`config.mk`:
```
export PLATFORM = sky130hd
export DESIGN_NAME = mem_arbiter
export DESIGN_NICKNAME = d
export VERILOG_FILES = /design/src/rtl/mem_arbiter.sv
export SDC_FILE = /design/constraint.sdc
export NUM_CORES = 1
export LEC_CHECK = 0
export ABC_AREA = 0
export CAP_MARGIN = 20
export CORE_AREA = 2 2 177 179
export CTS_CLUSTER_DIAMETER = 100
export DETAILED_ROUTE_END_ITERATION = 10
export DIE_AREA = 0 0 179 181
export PLACE_DENSITY = 0.56
export SYNTH_ARGS = -nofsm -noshare
export SYNTH_HDL_FRONTEND = slang
export SYNTH_SLANG_ARGS = --single-unit
```
`constraint.sdc`:
```
create_clock -name clock -period 15.4 [get_ports clock]
set_input_delay 2.31 -clock clock [delete_from_list [all_inputs] [get_ports clock]]
set_output_delay 2.31 -clock clock [all_outputs]
set_load 0.02 [all_outputs]
```
`src/rtl/mem_arbiter.sv`:
```
// mem_arbiter: shares one memory port between an icache and a dcache.
// Fixed dcache priority with an icache anti-starvation override, plus a
// 16-entry owner table that routes tagged load data back to its requester.
module mem_arbiter #(
  parameter int unsigned XLEN         = 32,
  parameter int unsigned STARVE_LIMIT = 4
) (
  input  logic            clock,
  input  logic            reset,
  input  logic [1:0]      icache2arb_command,
  input  logic [XLEN-1:0] icache2arb_addr,
  input  logic [1:0]      dcache2arb_command,
  input  logic [XLEN-1:0] dcache2arb_addr,
  input  logic [63:0]     dcache2arb_data,
  output logic [3:0]      arb2icache_response,
  output logic [63:0]     arb2icache_data,
  output logic [3:0]      arb2icache_tag,
  output logic [3:0]      arb2dcache_response,
  output logic [63:0]     arb2dcache_data,
  output logic [3:0]      arb2dcache_tag,
  output logic [1:0]      proc2mem_command,
  output logic [XLEN-1:0] proc2mem_addr,
  output logic [63:0]     proc2mem_data,
  input  logic [3:0]      mem2proc_response,
  input  logic [63:0]     mem2proc_data,
  input  logic [3:0]      mem2proc_tag,
  output logic            grant_dcache,
  output logic [4:0]      outstanding_count,
  output logic            stray_tag
);

  localparam int unsigned SW = (STARVE_LIMIT > 0) ? $clog2(STARVE_LIMIT + 1) : 1;

  localparam logic [1:0] CMD_NONE  = 2'd0;
  localparam logic [1:0] CMD_LOAD  = 2'd1;
  localparam logic [1:0] CMD_STORE = 2'd2;

  logic [SW-1:0] starve_q, starve_d;
  logic [15:0]   valid_q, valid_d;
  logic [15:0]   owner_q, owner_d;   // 1 = dcache owns the tag
  logic [4:0]    count_q, count_d;
  logic          stray_q, stray_d;

  logic ic_req, dc_req, starve_max;
  logic gnt_ic, gnt_dc;
  logic retire_hit, retire_miss, alloc, realloc;

  // Arbitration: dcache wins ties unless the icache has been starved to the limit
  always_comb begin
    ic_req     = !reset && (icache2arb_command == CMD_LOAD);
    dc_req     = !reset && ((dcache2arb_command == CMD_LOAD) ||
                            (dcache2arb_command == CMD_STORE));
    starve_max = (starve_q == SW'(STARVE_LIMIT));
    gnt_ic     = ic_req && (!dc_req || starve_max);
    gnt_dc     = dc_req && !gnt_ic;
    if (ic_req && !gnt_ic) begin
      starve_d = starve_max ? starve_q : starve_q + SW'(1);
    end else begin
      starve_d = '0;
    end
  end

  // Owner table update: retire first, then allocate, so a same-tag
  // retire/allocate pair routes to the old owner and leaves the new one.
  always_comb begin
    retire_hit  = !reset && (mem2proc_tag != 4'd0) && valid_q[mem2proc_tag];
    retire_miss = !reset && (mem2proc_tag != 4'd0) && !valid_q[mem2proc_tag];
    alloc       = !reset && (mem2proc_response != 4'd0) &&
                  (gnt_ic || (gnt_dc && (dcache2arb_command == CMD_LOAD)));
    realloc     = alloc && valid_q[mem2proc_response] &&
                  !(retire_hit && (mem2proc_tag == mem2proc_response));
    stray_d     = retire_miss || realloc;

    valid_d = valid_q;
    owner_d = owner_q;
    if (retire_hit) begin
      valid_d[mem2proc_tag] = 1'b0;
    end
    if (alloc) begin
      valid_d[mem2proc_response] = 1'b1;
      owner_d[mem2proc_response] = gnt_dc;
    end

    count_d = '0;
    for (int unsigned i = 0; i < 16; i++) begin
      count_d = count_d + 5'(valid_d[i]);
    end
  end

  // Memory port mux, response steering and returned-data routing
  always_comb begin
    proc2mem_command = CMD_NONE;
    proc2mem_addr    = '0;
    proc2mem_data    = '0;
    if (gnt_ic) begin
      proc2mem_command = icache2arb_command;
      proc2mem_addr    = icache2arb_addr;
    end else if (gnt_dc) begin
      proc2mem_command = dcache2arb_command;
      proc2mem_addr    = dcache2arb_addr;
      if (dcache2arb_command == CMD_STORE) begin
        proc2mem_data = dcache2arb_data;
      end
    end

    grant_dcache        = gnt_dc;
    arb2icache_response = gnt_ic ? mem2proc_response : 4'd0;
    arb2dcache_response = gnt_dc ? mem2proc_response : 4'd0;

    arb2icache_tag  = '0;
    arb2icache_data = '0;
    arb2dcache_tag  = '0;
    arb2dcache_data = '0;
    if (retire_hit) begin
      if (owner_q[mem2proc_tag]) begin
        arb2dcache_tag  = mem2proc_tag;
        arb2dcache_data = mem2proc_data;
      end else begin
        arb2icache_tag  = mem2proc_tag;
        arb2icache_data = mem2proc_data;
      end
    end

    outstanding_count = count_q;
    stray_tag         = stray_q;
  end

  // State registers with synchronous reset
  always_ff @(posedge clock) begin
    if (reset) begin
      starve_q <= '0;
      valid_q  <= '0;
      owner_q  <= '0;
      count_q  <= '0;
      stray_q  <= 1'b0;
    end else begin
      starve_q <= starve_d;
      valid_q  <= valid_d;
      owner_q  <= owner_d;
      count_q  <= count_d;
      stray_q  <= stray_d;
    end
  end

endmodule

```
==> out/results.tsv, run 1 <==
metric	value	unit
DPL Wire Length	26000	um
PortBufs	454	
CTS tree	yes	
critical path endpoint category	output port	
cell area after synthesis	5340	um2
family with the most delay on the worst path	buffers and inverters	
crit path buf inv count	4	
syn_area_per_cell	7.99	um2
Worst R2R End	outstanding_count[4]$_SDFF_PP0_	
clock slew at reported path FFs	0.07	ns
Core Rows	64	
DRT iter0 DRCs	465	
DR vias	6732	
largest family of logic cells by synthesized area	compound AO/OA/AOI/OAI gates	
Simple-Gate Fraction of Synth Area	19.9	%
Leak	0.00389	uW
Syn Nets	893	
Final period util	55.9	%
CP most frequent cell	clkdlybuf4s50_1	
1st-pass router iterations	5	
CTS root buf	clkbuf_16	
post-synthesis xor/xnor area fraction	1.15	%
pwr dens	40.4	nW/um2
fin. max-slew vios	0	
initial core utilization	17.6	%
sequential share of power	26.0	%
post-synthesis cell count	668	
final setup vio count	0	
Crit path required time	13.09	ns
Int Pwr	280	uW
DRC Markers	0	
worst min path class	reg -> reg	
clk sinks	41	
slowest CP cell	or3_4	
full die area	32400	um2
hold buffer count at cts	0	
Vias/cell	4.63	
critical-path maximum fanout	74	
Seq/Total Area, Yosys	15.4	%
clock latency on the worst-skew pair	0.29	ns
setup slack at placement	6.39	ns
mux share of post-synthesis cell area	7.15	%
antenna violations before repair	6	
wire per inst	22.1	um
crit path time final	8.60	ns
yosys warns	0	
Synth cell types	52	
P&R area growth vs syn	92.1	%
classification of the worst setup path	in -> out	
setup TNS	0	ns
fraction of power consumed by combinational cells	43.5	%
aggregate global-route resource usage	18.8	%
die height	181	um
complex-gate fraction of the synthesized area	36.2	%
Overflow after GRT	0	
Final WS setup	6.80	ns
htree depth	2	
Hold Path Stages	1	
CP arrival	6.29	ns
IO Pins	455	
clk_skew	0.00617	ns
hold_sp	starve_q[0]$_SDFFE_PP0N_	
largest net degree at the start of global routing	77	
commonest non-fill, non-tap cell in the layout	clkdlybuf4s50_1	
Least-Margin Pin Slew	0.993	ns
switching portion of total power	32.3	%
final hold vios	0	
startpoint types	primary input	
Final #Nets	1279	
Synth Area in Adders	5.86	%
Reg2Reg Setup Slack	10.17	ns
top_reg_cell synth	dfxtp_1	
P_sw	134	uW
fmax	0.116	GHz
GPL Wtd Cong	0.834	
VDD IR max	0.0000423	V
slowest stage delay, CP	0.76	ns
EDFF count, synth	0	
layout cell share with drive strength beyond 1	10.5	%
CORE AREA	30300	um2
Worst Reg2Reg Path Length in Cells	18	
DRT Wirelength	32200	um
global-route wire length before repair	44900	um
cells along the critical path	clkdlybuf4s50_1, buf_16, mux4_1, mux2i_1, or3_4, buf_4, a211oi_1, clkdlybuf4s50_1	
status	finished clean	
Detail Route Antenna Nets	0	
post-CTS setup buffer count	0	
Resized cells post-CTS	0	
unrepaired setup endpoints after global routing	false	
synthesis-stage register bit count	41	
Clk pwr share	30.5	%
max-cap violations	0	
total CTS buffers	5	
die width	179	um
Slew HR	33.8	%
WHS Endpoint	starve_q[0]$_SDFFE_PP0N_	
Clock Path Buffers	2	
Async S/R FF share, synth	0	%
commonest cells after routing, fill and taps aside	clkdlybuf4s50_1, inv_1, a211oi_1, and3_1, a211oi_2	
RR Startpoint	starve_q[0]$_SDFFE_PP0N_	
vias in the first global route	6320	
-- metrics by stage --
step           cell area (um2)  power, uW  std cells  hold WS, ns  util (%)
4_1_cts                  10200        416       1450        0.455      33.7
3_5_place_dp             10000        288       1442        0.446      33.1
5_1_grt                  10300        433       1453        0.471      33.8
2_1_floorplan             5340        185        668        0.417         -
6_report                 10300        414       1454        0.452      33.8
3_3_place_gp             10000        288       1442        0.432      33.1
-- how the worst max path moves through the flow --
stage	start	end	slack (ns)	cells after the start
after floorplan	dcache2arb_command[0]	outstanding_count[4]$_SDFF_PP0_	8.90	18
after global placement	mem2proc_tag[0]	arb2dcache_data[22]	6.42	7
after detailed placement	mem2proc_tag[0]	arb2dcache_data[11]	6.39	7
after CTS	mem2proc_tag[0]	arb2dcache_data[11]	6.39	7
after global routing	mem2proc_tag[0]	arb2dcache_data[23]	6.57	8
final	mem2proc_tag[0]	arb2dcache_data[15]	6.80	8
-- synth_stat cells, drive strengths merged, types with 14 or more instances --
cell	instances	area, um2
a211oi	134	1310
inv	85	319
and3	68	425
clkbuf	52	195
dfxtp	41	821
buf	36	250
a22o	35	307
a21oi	22	110
nand2	22	82.6
nor2b	20	125
nand4	17	106
nor2	15	56.3
nand3	14	70.1
-- kinds of logic after synthesis --
group / Yosys count
AOI/OAI and AO/OA: 218
adders and majority gates: 19
and+or+nand+nor: 186
muxes: 23
DFF: 41
xor gates and xnor gates: 7
buffers and inverters: 174
-- worst register-to-register path: stages (launching register included) --
cell and delay [ns]:
dfxtp_1 0.32, inv_1 0.06, ha_1 0.24, a21o_1 0.25, a22o_1 0.70, nand3_1 0.34, nand2_1 0.21, fa_1 0.43
inv_1 0.08, fa_1 0.43, fa_1 0.51, inv_1 0.05, fa_1 0.50, ha_1 0.18, inv_1 0.06, fa_1 0.39
inv_1 0.07, a21oi_1 0.05, nor3b_1 0.26
-- power by group through the flow --
stage	Combinational, uW	Clock, uW	Sequential, uW
floorplan	74.6	0	111
global placement	178	0	110
detailed placement	178	0	110
CTS	179	129	108
global route	191	134	108
finish	180	126	108
-- routing by layer --
metal  wire length (um)  track usage [%]  share of wire [%]  vias up
li1                   -                -                  -     3233
met1              14300             26.3                 44     3179
met2              13600             27.2                 42      308
met3               4090             8.16                 13       12
met4                196             2.11               0.61        0
met5                  0                0                  0        -
-- cell type report --
type                    instances  area (um2)
diodes                          3        7.51
repair buffers                467        4660
flip-flops and latches         41         821
inverters                      86         323
well taps                     396         495
clock buffers                   6         139
multi-input cells             453        3770
clock inverters                 2        37.5
fillers                      3190       20100
-- registers in the layout, indices dropped and copies added (netlist names) --
signal,count
stray_tag,1
starve_q,3
outstanding_count,5
owner_q,16
valid_q,16
(Power assumes the default switching activity.)
==> run 2: changes to the inputs <==
--- a/config.mk
+++ b/config.mk
@@ -7,11 +7,11 @@
 export LEC_CHECK = 0
 export ABC_AREA = 0
 export CAP_MARGIN = 20
-export CORE_AREA = 2 2 177 179
+export CORE_AREA = 2 2 174 176
 export CTS_CLUSTER_DIAMETER = 100
 export DETAILED_ROUTE_END_ITERATION = 10
-export DIE_AREA = 0 0 179 181
-export PLACE_DENSITY = 0.56
+export DIE_AREA = 0 0 176 178
+export PLACE_DENSITY = 0.58
 export SYNTH_ARGS = -nofsm -noshare
 export SYNTH_HDL_FRONTEND = slang
 export SYNTH_SLANG_ARGS = --single-unit
==> constraint.sdc (replaced) <==
create_clock -name clock -period 7.95 [get_ports clock]
set_input_delay 1.1925 -clock clock [delete_from_list [all_inputs] [get_ports clock]]
set_output_delay 1.1925 -clock clock [all_outputs]
set_load 0.02 [all_outputs]
==> run 2 against run 1 <==
Net effect:
- count of clock-buffer cells in the layout grew 1
- power grew 83%
- design area shrank 0.33%
- final cell count shrank 0.62%
- register-to-register slack lost 7.2 ns
- critical path depth shrank 1
- clock power grew 62%
- combinational power grew 92%
- sequential share of layout area is essentially flat
- sequential power grew 94%
- wire length grew 5.1%
- critical path type unchanged
==> out/results.tsv, run 2 (same netlist as run 1, synthesis figures left out) <==
metric	value	unit	change
full die area	31300	um2	-3.3%
CTS root buf	clkbuf_16		
CP arrival	5.17	ns	-1.12 ns
grt peak-use layer	met1		
clk_skew	0.00554	ns	-0.000628 ns
critical path endpoint category	output port		
fraction of power consumed by combinational cells	45.5	%	+2.0 points
P&R area growth vs syn	91.5	%	
DRC Markers	0		unchanged
P_sw	250	uW	+86%
Least-Margin Pin Slew	1.07	ns	+0.0725 ns
slowest CP cell	clkdlybuf4s50_1		
CP Depth	7		-1
Reg2Reg Setup Slack	2.97	ns	-7.20 ns
final hold vios	0		unchanged
fin. max-slew vios	0		unchanged
CTS tree	yes		
pwr dens	74.2	nW/um2	+84%
Global Route met1 Usage	29.8	%	+3.5 points
status	finished clean		
global-route wire length before repair	45700	um	+1.8%
unrepaired setup endpoints after global routing	false		
Overflow after GRT	0		unchanged
DR vias	6807		+1.1%
crit path buf inv count	3		-1
layout cell share with drive strength beyond 1	10.3	%	-0.26 points
htree depth	2		unchanged
total CTS buffers	5		unchanged
commonest non-fill, non-tap cell in the layout	clkdlybuf4s50_1		
Resized cells post-CTS	0		unchanged
DRT iter0 DRCs	525		+13%
startpoint types	primary input		
crit path time final	6.37	ns	
slowest stage delay, CP	1.17	ns	+0.41 ns
global routing met2 resource utilization	28.6	%	+1.4 points
wire per inst	23.4	um	+5.7%
family with the most delay on the worst path	buffers and inverters		
Final Power	758	uW	+83%
commonest cells after routing, fill and taps aside	clkdlybuf4s50_1, inv_1, a211oi_1, and3_1, a211oi_2		
worst min path class	reg -> reg		
Crit path required time	6.76	ns	-6.33 ns
Leak	0.00388	uW	-0.40%
die height	178	um	-1.7%
fmax	0.157	GHz	
PortBufs	454		unchanged
Final period util	80.1	%	
DPL Wire Length	27500	um	+5.7%
DRT Wirelength	33800	um	+5.1%
antenna violations before repair	3		-3
clock slew at reported path FFs	0.06	ns	about the same
post-CTS setup buffer count	0		unchanged
setup TNS	0	ns	unchanged
Final #Nets	1278		-0.078%
critical-path maximum fanout	53		-28%
Hold Path Stages	1		unchanged
clock latency on the worst-skew pair	0.29	ns	about the same
Vias/cell	4.71		+1.7%
GPL Wtd Cong	0.848		+1.7%
CP most frequent cell	clkdlybuf4s50_1		
Clock Path Buffers	2		unchanged
IO Pins	455		unchanged
vias in the first global route	6407		+1.4%
initial core utilization	18.2	%	+0.57 points
clk sinks	41		unchanged
Slew HR	28.8	%	-5.1 points
aggregate global-route resource usage	20.0	%	+1.2 points
met3 usage	5.97	%	-2.2 points
Int Pwr	509	uW	+81%
Detail Route Antenna Nets	0		unchanged
cells along the critical path	clkdlybuf4s50_1, mux2_4, o22ai_1, or4_4, buf_4, a211oi_1, clkdlybuf4s50_1		
classification of the worst setup path	in -> out		
Worst Reg2Reg Path Length in Cells	18		unchanged
sequential share of power	27.5	%	+1.5 points
die width	176	um	-1.7%
CORE AREA	29400	um2	-3.1%
max-cap violations	0		unchanged
1st-pass router iterations	5		unchanged
Core Rows	63		-1.6%
final setup vio count	0		unchanged
largest net degree at the start of global routing	100		+30%
hold buffer count at cts	0		unchanged
VDD IR max	0.0000765	V	+81%
switching portion of total power	32.9	%	+0.61 points
Clk pwr share	26.9	%	-3.6 points
[run 2: metal layers]
metal	vias to the layer above	part of all wire, %
met2	342	42
met1	3224	47
met3	19	10
met5	-	0.080
met4	4	0.76
li1	3218	-
[run 2: final cells by class]
type | count | area, um2
diodes | 2 | 5.00
clock buffers | 7 | 143
fillers | 3035 | 19200
inverters | 86 | 323
multi-input cells | 453 | 3770
flip-flops and latches | 41 | 821
well taps | 390 | 488
repair buffers | 466 | 4670
[run 2: worst paths after layout]
path,from,endpoint
worst max-delay path,mem2proc_tag[0],arb2dcache_data[29]
worst min-delay path,starve_q[0]$_SDFFE_PP0N_,starve_q[0]$_SDFFE_PP0N_
worst max register to register,starve_q[0]$_SDFFE_PP0N_,outstanding_count[4]$_SDFF_PP0_
worst min register to register,starve_q[0]$_SDFFE_PP0N_,starve_q[0]$_SDFFE_PP0N_
[run 2: per-stage QoR]
| stage | utilization [%] | hold WS (ns) | std cells | instance area (um2) | worst slack, ns |
|---|---|---|---|---|---|
| 2_1_floorplan | - | 0.417 | 668 | 5340 | 2.57 |
| 3_3_place_gp | 34.3 | 0.430 | 1436 | 10100 | 1.49 |
| 3_5_place_dp | 34.3 | 0.444 | 1436 | 10100 | 1.38 |
| 4_1_cts | 34.8 | 0.452 | 1443 | 10200 | 1.54 |
| 5_1_grt | 34.8 | 0.480 | 1444 | 10200 | 1.33 |
| 6_report | 34.8 | 0.447 | 1445 | 10200 | 1.58 |
[run 2: power by group through the flow]
stage          sequential, uW  clock [uW]  combinational [uW]
2_1_floorplan             215           0                 144
6_report                  209         204                 345
3_5_place_dp              213           0                 342
3_3_place_gp              213           0                 342
5_1_grt                   209         215                 364
4_1_cts                   209         210                 345
==> run 3: changes to the inputs <==
--- a/config.mk
+++ b/config.mk
@@ -7,10 +7,10 @@
 export LEC_CHECK = 0
 export ABC_AREA = 0
 export CAP_MARGIN = 20
-export CORE_AREA = 2 2 174 176
+export CORE_AREA = 2 2 178 180
 export CTS_CLUSTER_DIAMETER = 100
 export DETAILED_ROUTE_END_ITERATION = 10
-export DIE_AREA = 0 0 176 178
+export DIE_AREA = 0 0 180 182
 export PLACE_DENSITY = 0.58
 export SYNTH_ARGS = -nofsm -noshare
 export SYNTH_HDL_FRONTEND = slang
==> constraint.sdc (replaced) <==
create_clock -name clock -period 5.8 [get_ports clock]
set_input_delay 0.87 -clock clock [delete_from_list [all_inputs] [get_ports clock]]
set_output_delay 0.87 -clock clock [all_outputs]
set_load 0.02 [all_outputs]
==> run 3 against run 2 <==
Net effect:
- combinational power is 44% higher
- largest power group unchanged
- critical endpoint is now outstanding_count[4]$_SDFF_PP0_
- sequential share of layout area fell by 0.27 points
- wire length is 0.28% higher
- critical path depth grew 10
- utilization shrank 0.65 points
- count of clock-buffer cells in the layout down 1
==> out/results.tsv, run 3 (same netlist as run 1, synthesis figures left out) <==
metric	value	unit	change
fraction of power consumed by combinational cells	44.7	%	-0.8 points
P&R area growth vs syn	98.1	%	
status	finished clean		
wire per inst	22.7	um	-2.8%
unrepaired setup endpoints after global routing	false		
final setup vio count	0		unchanged
CTS root buf	clkbuf_16		
CORE AREA	31000	um2	+5.4%
slowest stage delay, CP	0.54	ns	-0.63 ns
global-route wire length before repair	47300	um	+3.5%
Final period util	94.8	%	
Core Rows	65		+3.2%
crit path buf inv count	5		+2
DPL Wire Length	28100	um	+2.0%
setup slack at placement	-0.0801	ns	-1.46 ns
slowest CP cell	fa_1		
commonest non-fill, non-tap cell in the layout	clkdlybuf4s50_1		
final hold vios	0		unchanged
Least-Margin Pin Slew	0.679	ns	-0.387 ns
IO Pins	455		unchanged
commonest cells after routing, fill and taps aside	clkdlybuf4s50_1, inv_1, a211oi_1, and3_1, a211oi_2		
total CTS buffers	5		unchanged
switching portion of total power	31.8	%	-1.1 points
clock slew at reported path FFs	0.06	ns	about the same
worst min path class	reg -> reg		
Reg2Reg Setup Slack	1.14	ns	-1.83 ns
PortBufs	454		unchanged
clock latency on the worst-skew pair	0.28	ns	about the same
P_sw	353	uW	+41%
Int Pwr	757	uW	+49%
DRC Markers	0		unchanged
1st-pass router iterations	5		unchanged
Antenna Cells	0		-2
max-cap violations	0		unchanged
Placed Area	10400	um2	+3.1%
layout cell share with drive strength beyond 1	13.4	%	+3.2 points
die height	182	um	+2.2%
die width	180	um	+2.3%
CP most frequent cell	fa_1		
VDD IR max	0.000103	V	+34%
antenna violations before repair	0		-3
clk_skew	0.00564	ns	+0.0000929 ns
Crit path required time	6.00	ns	-0.76 ns
family with the most delay on the worst path	adder cells		
fill count	3196		+5.3%
clk sinks	41		unchanged
sequential share of power	25.8	%	-1.7 points
crit path time final	5.50	ns	
DRT Wirelength	33900	um	+0.28%
Slew HR	54.8	%	+26 points
Leak	0.00408	uW	+5.2%
GPL Wtd Cong	0.875		+3.1%
post-CTS setup buffer count	0		unchanged
classification of the worst setup path	in -> reg		
Overflow after GRT	0		unchanged
initial core utilization	17.2	%	-0.93 points
full die area	32800	um2	+4.6%
DRT iter0 DRCs	521		-0.76%
Clk pwr share	29.5	%	+2.6 points
Final WS setup	0.302	ns	-1.28 ns
startpoint types	primary input		
Final #Nets	1313		+2.7%
DR vias	7047		+3.5%
Clock Path Buffers	2		unchanged
Layout Utilization	34.1	%	-0.65 points
fin. max-slew vios	0		unchanged
setup TNS	0	ns	unchanged
Detail Route Antenna Nets	0		unchanged
CP arrival	5.69	ns	+0.52 ns
Vias/cell	4.73		+0.33%
vias in the first global route	6717		+4.8%
cells along the critical path	clkdlybuf4s50_1, ha_1, a21o_1, a22o_1, a32o_1, fa_1, inv_1, fa_1, fa_1, inv_1, fa_1, ha_1, inv_1, fa_1, inv_1, a21oi_1, nor3b_1		
pwr dens	105	nW/um2	+41%
fmax	0.182	GHz	
critical path endpoint category	flop		
aggregate global-route resource usage	19.2	%	-0.74 points
critical-path maximum fanout	7		-87%
CTS tree	yes		
htree depth	2		unchanged
largest net degree at the start of global routing	88		-12%
fin area	10600	um2	+3.4%
run 3: changes by cell type in the layout (fill, tap and decap cells not counted):
| cell | previous run | this run |
|---|---|---|
| a22oi_1 | 1 | 0 |
| a22oi_2 | 0 | 1 |
| buf_12 | 3 | 6 |
| buf_4 | 9 | 41 |
| bufinv_16 | 0 | 1 |
| clkbuf_1 | 1 | 0 |
| clkinvlp_4 | 0 | 1 |
| diode_2 | 2 | 0 |
run 3: stage by stage:
step                      std cells  power (uW)  hold slack (ns)
after floorplan                 668         492            0.417
after global placement         1483         782            0.423
after detailed placement       1483         783            0.449
after CTS                      1491        1110            0.458
after global routing           1491        1150            0.471
final                          1491        1110            0.456
run 3: metal layers:
layer	vias up	track usage [%]	wire [um]
met3	4	5.60	3220
met1	3420	28.4	16100
met4	0	1.40	123
met5	-	0	0
met2	333	28.4	14500
li1	3290	-	-
run 3: what timing repair did:
action,4_1_cts,5_1_grt
hold buffers,0,0
endpoints found under the setup margin,0,2
resized for setup,0,1
run 3: layout make-up:
type,count,area (um2),area share (%)
timing repair buffer,501,4970,47.0
multi-input combinational,453,3780,35.7
inverter,86,323,3.05
tap,402,503,4.76
clock buffer,6,139,1.31
clock inverter,2,37.5,0.355
sequential,41,821,7.76
run 3: final timing paths:
| check | startpoint | endpoint | cells after the start |
|---|---|---|---|
| max | dcache2arb_command[1] | outstanding_count[4]$_SDFF_PP0_ | 17 |
| min | starve_q[0]$_SDFFE_PP0N_ | starve_q[0]$_SDFFE_PP0N_ | 1 |
| max reg2reg | starve_q[0]$_SDFFE_PP0N_ | outstanding_count[4]$_SDFF_PP0_ | 17 |
| min reg2reg | starve_q[0]$_SDFFE_PP0N_ | starve_q[0]$_SDFFE_PP0N_ | 1 |
run 3: power groups by stage:
stage	Combinational [uW]	Sequential (uW)	Clock [uW]
after global routing	521	287	343
after floorplan	198	294	0
after CTS	494	287	333
after detailed placement	490	293	0
final	496	286	327
after global placement	489	293	0
